### src/rtl/pipe_pkg.sv
// Shared execute-pipeline types: exception bundle carried alongside each beat
// and the packed-lane offset helper used wherever lanes are sliced.
package pipe_pkg;

    localparam int ECODE_W = 7;
    localparam int BADV_W  = 32;

    typedef struct packed {
        logic               flag;
        logic [ECODE_W-1:0] ecode;
        logic [BADV_W-1:0]  badv;
    } excp_t;

    function automatic int unsigned lane_lsb(input int unsigned lane, input int unsigned lane_w);
        return lane * lane_w;
    endfunction

endpackage

### src/rtl/ex_stage_skid_reg_if.sv
// Valid/ready beat bus between two execute stages; the register sits on the
// slave side, the producing/consuming stages on the master side.
interface ex_stage_skid_reg_if #(
    parameter int LANES     = 2,
    parameter int PAYLOAD_W = 160
);
    import pipe_pkg::*;

    logic                       in_valid;
    logic                       in_ready;
    logic [LANES-1:0]           in_lane_valid;
    logic [LANES*PAYLOAD_W-1:0] in_payload;
    logic                       in_excp;
    logic [ECODE_W-1:0]         in_ecode;
    logic [BADV_W-1:0]          in_badv;

    logic                       out_valid;
    logic                       out_ready;
    logic [LANES-1:0]           out_lane_valid;
    logic [LANES*PAYLOAD_W-1:0] out_payload;
    logic                       out_excp;
    logic [ECODE_W-1:0]         out_ecode;
    logic [BADV_W-1:0]          out_badv;

    modport master (
        output in_valid, in_lane_valid, in_payload, in_excp, in_ecode, in_badv, out_ready,
        input  in_ready, out_valid, out_lane_valid, out_payload, out_excp, out_ecode, out_badv
    );

    modport slave (
        input  in_valid, in_lane_valid, in_payload, in_excp, in_ecode, in_badv, out_ready,
        output in_ready, out_valid, out_lane_valid, out_payload, out_excp, out_ecode, out_badv
    );

endinterface

### src/rtl/stage_slot.sv
// One beat of storage: lane valids, packed payload and exception bundle.
// clear wins over load and returns every field to its bubble value.
module stage_slot
    import pipe_pkg::*;
#(
    parameter int                   LANES          = 2,
    parameter int                   PAYLOAD_W      = 160,
    parameter logic [PAYLOAD_W-1:0] BUBBLE_PAYLOAD = '0
) (
    input  logic                       clk,
    input  logic                       aresetn,
    input  logic                       load,
    input  logic                       clear,
    input  logic [LANES-1:0]           d_lane_valid,
    input  logic [LANES*PAYLOAD_W-1:0] d_payload,
    input  excp_t                      d_excp,
    output logic                       vld_p1,
    output logic [LANES-1:0]           lane_valid_p1,
    output logic [LANES*PAYLOAD_W-1:0] payload_p1,
    output excp_t                      excp_p1
);

    localparam logic [LANES*PAYLOAD_W-1:0] BUBBLE_BEAT = {LANES{BUBBLE_PAYLOAD}};

    always_ff @(posedge clk or negedge aresetn) begin
        if (!aresetn) begin
            vld_p1        <= 1'b0;
            lane_valid_p1 <= '0;
            payload_p1    <= BUBBLE_BEAT;
            excp_p1       <= '0;
        end else if (clear) begin
            vld_p1        <= 1'b0;
            lane_valid_p1 <= '0;
            payload_p1    <= BUBBLE_BEAT;
            excp_p1       <= '0;
        end else if (load) begin
            vld_p1        <= 1'b1;
            lane_valid_p1 <= d_lane_valid;
            payload_p1    <= d_payload;
            excp_p1       <= d_excp;
        end
    end

endmodule

### src/rtl/ex_stage_skid_reg.sv
// Two-entry skid register between execute stages: head slot drives the
// outputs, skid slot absorbs the beat in flight when downstream stalls.
module ex_stage_skid_reg
    import pipe_pkg::*;
#(
    parameter int                   LANES          = 2,
    parameter int                   PAYLOAD_W      = 160,
    parameter logic [PAYLOAD_W-1:0] BUBBLE_PAYLOAD = '0
) (
    input  logic                clk,
    input  logic                aresetn,
    input  logic                flush,
    ex_stage_skid_reg_if.slave  bus,
    output logic                excp_pending,
    output logic [1:0]          count
);

    logic                       enq, deq, keep;
    logic                       h_load, h_clear, h_sel_s, s_load, s_clear;
    logic [1:0]                 count_d;
    logic                       in_ready_q;
    excp_t                      in_excp_s, h_d_excp;
    logic [LANES-1:0]           h_d_lane_valid;
    logic [LANES*PAYLOAD_W-1:0] h_d_payload;

    logic                       h_vld_p1, s_vld_p1;
    logic [LANES-1:0]           h_lane_valid_p1, s_lane_valid_p1;
    logic [LANES*PAYLOAD_W-1:0] h_payload_p1, s_payload_p1;
    excp_t                      h_excp_p1, s_excp_p1;

    assign enq       = bus.in_valid & in_ready_q & ~flush;
    assign deq       = h_vld_p1 & bus.out_ready & ~flush;
    // Once an exception is latched, accepted beats are swallowed, not stored.
    assign keep      = enq & ~excp_pending;
    assign in_excp_s = '{flag: bus.in_excp, ecode: bus.in_ecode, badv: bus.in_badv};

    always_comb begin
        h_load  = 1'b0;
        h_clear = 1'b0;
        h_sel_s = 1'b0;
        s_load  = 1'b0;
        s_clear = 1'b0;
        count_d = count;
        if (flush) begin
            h_clear = 1'b1;
            s_clear = 1'b1;
            count_d = 2'd0;
        end else begin
            unique case (count)
                2'd0: if (keep) begin
                    h_load  = 1'b1;
                    count_d = 2'd1;
                end
                2'd1: if (keep && deq) begin
                    h_load  = 1'b1;
                end else if (keep) begin
                    s_load  = 1'b1;
                    count_d = 2'd2;
                end else if (deq) begin
                    h_clear = 1'b1;
                    count_d = 2'd0;
                end
                2'd2: if (deq) begin
                    h_load  = 1'b1;
                    h_sel_s = 1'b1;
                    s_clear = 1'b1;
                    count_d = 2'd1;
                end
                default: begin
                    h_clear = 1'b1;
                    s_clear = 1'b1;
                    count_d = 2'd0;
                end
            endcase
        end
    end

    assign h_d_lane_valid = h_sel_s ? s_lane_valid_p1 : bus.in_lane_valid;
    assign h_d_payload    = h_sel_s ? s_payload_p1    : bus.in_payload;
    assign h_d_excp       = h_sel_s ? s_excp_p1       : in_excp_s;

    always_ff @(posedge clk or negedge aresetn) begin
        if (!aresetn) begin
            count        <= 2'd0;
            in_ready_q   <= 1'b1;
            excp_pending <= 1'b0;
        end else begin
            count      <= count_d;
            in_ready_q <= (count_d != 2'd2);
            if (flush)
                excp_pending <= 1'b0;
            else if (enq && bus.in_excp)
                excp_pending <= 1'b1;
        end
    end

    // ---- p1: head and skid storage ----
    stage_slot #(.LANES(LANES), .PAYLOAD_W(PAYLOAD_W), .BUBBLE_PAYLOAD(BUBBLE_PAYLOAD)) u_head (
        .clk          (clk),
        .aresetn      (aresetn),
        .load         (h_load),
        .clear        (h_clear),
        .d_lane_valid (h_d_lane_valid),
        .d_payload    (h_d_payload),
        .d_excp       (h_d_excp),
        .vld_p1       (h_vld_p1),
        .lane_valid_p1(h_lane_valid_p1),
        .payload_p1   (h_payload_p1),
        .excp_p1      (h_excp_p1)
    );

    stage_slot #(.LANES(LANES), .PAYLOAD_W(PAYLOAD_W), .BUBBLE_PAYLOAD(BUBBLE_PAYLOAD)) u_skid (
        .clk          (clk),
        .aresetn      (aresetn),
        .load         (s_load),
        .clear        (s_clear),
        .d_lane_valid (bus.in_lane_valid),
        .d_payload    (bus.in_payload),
        .d_excp       (in_excp_s),
        .vld_p1       (s_vld_p1),
        .lane_valid_p1(s_lane_valid_p1),
        .payload_p1   (s_payload_p1),
        .excp_p1      (s_excp_p1)
    );

    assign bus.in_ready       = in_ready_q;
    assign bus.out_valid      = h_vld_p1;
    assign bus.out_lane_valid = h_lane_valid_p1;
    assign bus.out_payload    = h_payload_p1;
    assign bus.out_excp       = h_excp_p1.flag;
    assign bus.out_ecode      = h_excp_p1.ecode;
    assign bus.out_badv       = h_excp_p1.badv;

endmodule

### src/flat_wrapper.sv
// flat-port wrapper written by rule: the top's interface ports become plain ports
module ex_stage_skid_reg_flat import pipe_pkg::*;
#(
    parameter int                   LANES          = 2,
    parameter int                   PAYLOAD_W      = 160,
    parameter logic [PAYLOAD_W-1:0] BUBBLE_PAYLOAD = '0
)
  (clk, aresetn, flush, excp_pending, count, bus_in_valid, bus_in_lane_valid, bus_in_payload, bus_in_excp, bus_in_ecode, bus_in_badv, bus_out_ready, bus_in_ready, bus_out_valid, bus_out_lane_valid, bus_out_payload, bus_out_excp, bus_out_ecode, bus_out_badv);
  ex_stage_skid_reg_if #(.LANES(LANES), .PAYLOAD_W(PAYLOAD_W)) bus_i ();
  input  logic clk;
  input  logic aresetn;
  input  logic flush;
  output logic excp_pending;
  output logic [1:0] count;
  input wire logic [$bits(bus_i.in_valid)-1:0] bus_in_valid;
  input wire logic [$bits(bus_i.in_lane_valid)-1:0] bus_in_lane_valid;
  input wire logic [$bits(bus_i.in_payload)-1:0] bus_in_payload;
  input wire logic [$bits(bus_i.in_excp)-1:0] bus_in_excp;
  input wire logic [$bits(bus_i.in_ecode)-1:0] bus_in_ecode;
  input wire logic [$bits(bus_i.in_badv)-1:0] bus_in_badv;
  input wire logic [$bits(bus_i.out_ready)-1:0] bus_out_ready;
  output wire logic [$bits(bus_i.in_ready)-1:0] bus_in_ready;
  output wire logic [$bits(bus_i.out_valid)-1:0] bus_out_valid;
  output wire logic [$bits(bus_i.out_lane_valid)-1:0] bus_out_lane_valid;
  output wire logic [$bits(bus_i.out_payload)-1:0] bus_out_payload;
  output wire logic [$bits(bus_i.out_excp)-1:0] bus_out_excp;
  output wire logic [$bits(bus_i.out_ecode)-1:0] bus_out_ecode;
  output wire logic [$bits(bus_i.out_badv)-1:0] bus_out_badv;
  assign bus_i.in_valid = bus_in_valid;
  assign bus_i.in_lane_valid = bus_in_lane_valid;
  assign bus_i.in_payload = bus_in_payload;
  assign bus_i.in_excp = bus_in_excp;
  assign bus_i.in_ecode = bus_in_ecode;
  assign bus_i.in_badv = bus_in_badv;
  assign bus_i.out_ready = bus_out_ready;
  assign bus_in_ready = bus_i.in_ready;
  assign bus_out_valid = bus_i.out_valid;
  assign bus_out_lane_valid = bus_i.out_lane_valid;
  assign bus_out_payload = bus_i.out_payload;
  assign bus_out_excp = bus_i.out_excp;
  assign bus_out_ecode = bus_i.out_ecode;
  assign bus_out_badv = bus_i.out_badv;
  ex_stage_skid_reg #(.LANES(LANES), .PAYLOAD_W(PAYLOAD_W), .BUBBLE_PAYLOAD(BUBBLE_PAYLOAD)) u_core (.clk(clk), .aresetn(aresetn), .flush(flush), .bus(bus_i), .excp_pending(excp_pending), .count(count));
endmodule
### config.mk
export PLATFORM = sky130hd
export DESIGN_NAME = ex_stage_skid_reg_flat
export DESIGN_NICKNAME = d
export VERILOG_FILES = /design/src/rtl/pipe_pkg.sv /design/src/rtl/ex_stage_skid_reg_if.sv /design/src/rtl/stage_slot.sv /design/src/rtl/ex_stage_skid_reg.sv /design/src/flat_wrapper.sv
export SDC_FILE = /design/constraint.sdc
export NUM_CORES = 1
export LEC_CHECK = 0
export CAP_MARGIN = 15
export CORE_ASPECT_RATIO = 0.6
export CORE_UTILIZATION = 50
export CTS_CLUSTER_SIZE = 40
export DETAILED_ROUTE_END_ITERATION = 7
export PLACE_DENSITY = 0.76
export SYNTH_ARGS = -nofsm -noshare
export SYNTH_HDL_FRONTEND = slang
export SYNTH_HIERARCHICAL = 1
export SYNTH_SLANG_ARGS = --single-unit
### constraint.sdc
create_clock -name clk -period 3 [get_ports clk]
set_input_delay 0.9 -clock clk [delete_from_list [all_inputs] [get_ports clk]]
set_output_delay 0.9 -clock clk [all_outputs]
set_load 0.02 [all_outputs]
==> metrics.txt <==
status finished clean; clk_lat worst skew 620 ps; Sink Count 729; CP Depth 1; Final Max Tran Viols 0; WHS 204 ps; Pwr Density 506 nW/um^2; largest net degree at the start of global routing 112; Initial Util 0.510; vias in the first global route 25700; DR vias/cell 5.43; worst hold path class primary input to asynchronous set/reset pin; routed len/inst 22.2 um; final hold vios 0; Worst Skew approximately 20 ps; Critical Path Fanout Max 3; CP arrival 1800 ps; Rows 74; CP Launch Type flop; Mapped Area 35100 sq um; max_cap viols 0; routed vias 24300; clock buffer depth 3; Post-CTS Setup Bufs 0; placeable core region 68700 sq um; gpl congestion about 0.9; worst-path cell chain clkdlybuf4s50_1; CTS resizes 0; first-pass GRT wire length 153 mm; Post-DP HPWL 69.7 mm; Data required, critical path ~2100 ps; critical path's top delay family buffers and inverters; Least-Margin Pin Slew 932 ps; CP Launch Point u_core/bus.in_ready$_DFF_PN1_; register-to-register setup slack 660 ps; setup ws final 298 ps; Hold Buf Count CTS 0; clock root buffer clkbuf_16; H-tree depth 3; initial antenna violation count 19; gr ovfl total 0; Finished Core Util 0.676; GRT Overall Usage 0.275; IO Port Bufs approximately 730; DRC violations left 0; Reg-to-Reg Start u_core/count[1]$_DFF_PN0_; RSZ-0062 raised after global routing no; CP max stage delay 640 ps; clk slew on worst S/H paths around 60 ps; yosys synthesis warning count 6; Setup crit end bus_in_ready; CTS tree built; fin crit share 0.901; final setup violation count 0; share of layout cells above drive strength 1 0.160; Die H 207 um; CP endpoint kind output pin; CTS buffer count 70; Total Power 23.5 mW; top-level I/O count approximately 730; die area 71200 sq um; Setup Crit Path Kind flop to output pin; CP max-delay cell clkdlybuf4s50_1; Mapped Cells approximately 2800; width of the die 344 um; Buf/Inv on CP 1; post-place instance area 44000 sq um; FF-to-FF End u_core/u_head/payload_p1[80]$_DFFE_PN0P_; Post-Layout Cell Count 4479; Slew HR 0.379; setup TNS 0 ps; most common cell after layout, fill and taps aside clkdlybuf4s50_1; r2r worst-path depth 6; most frequent cells in the layout 732 x clkdlybuf4s50_1, 728 x dfrtp_1, 727 x nor2_1; worst vdd ir 336 uV; Pre-antenna DRT Iters 5; leak pwr 21.0 nW; Detail Route Antenna Nets 0; f_max 0.370 GHz; dpl cells 4335; fin crit period 2700 ps; Post-Syn Nets about 3100; WL final just under 100 mm; DP Worst Slack -150 ps; Post-Syn Area per Cell 12.7 sq um; initial DRC count 1676; final instance area 46400 sq um; nets 3862; Layout area overhead 32.5%
registers in the layout, indices dropped and copies added, names as in the netlist:
signal,flops
u_core/count,2
u_core/u_head/vld_p1,1
u_core/u_skid/payload_p1,320
u_core/excp_pending,1
u_core/u_head/lane_valid_p1,2
u_core/u_skid/excp_p1,40
u_core/bus.in_ready,1
u_core/u_skid/lane_valid_p1,2
u_core/u_head/payload_p1,320
u_core/u_head/excp_p1,40
cell type report:
class	count	area [sq um]
repair buffers	863	9210
multi-input cells	1831	15400
flip-flops and latches	729	18200
diodes	16	40.0
fillers	4870	22300
well taps	912	1140
clock inverters	19	244
clock buffers	109	2160
layer usage:
metal / track usage / vias up / share of wire
met3: 0.0466 / 211 / 0.055
li1: - / 10900 / -
met1: 0.371 / 12400 / 0.42
met2: 0.439 / 800 / 0.48
met4: 0.121 / 6 / 0.039
met5: 0 / - / 0.00041
report_power, final:
group	internal, mW	switching [mW]
Sequential	10.2	0.253
Combinational	1.90	1.83
Clock	5.42	3.93
Total	17.5	6.02
how the worst min path moves through the flow:
stage	startpoint	end	depth (start not counted)
floorplan	u_core/u_skid/excp_p1[0]$_DFFE_PN0P_	u_core/u_skid/excp_p1[0]$_DFFE_PN0P_	2
global placement	u_core/u_skid/payload_p1[40]$_DFFE_PN0P_	u_core/u_skid/payload_p1[40]$_DFFE_PN0P_	2
detailed placement	u_core/u_head/payload_p1[202]$_DFFE_PN0P_	u_core/u_head/payload_p1[202]$_DFFE_PN0P_	2
CTS	aresetn	u_core/u_head/payload_p1[171]$_DFFE_PN0P_	1
global route	aresetn	u_core/u_head/payload_p1[244]$_DFFE_PN0P_	1
finish	aresetn	u_core/u_head/payload_p1[244]$_DFFE_PN0P_	1
No activity file was read; power rests on OpenSTA's default activity.
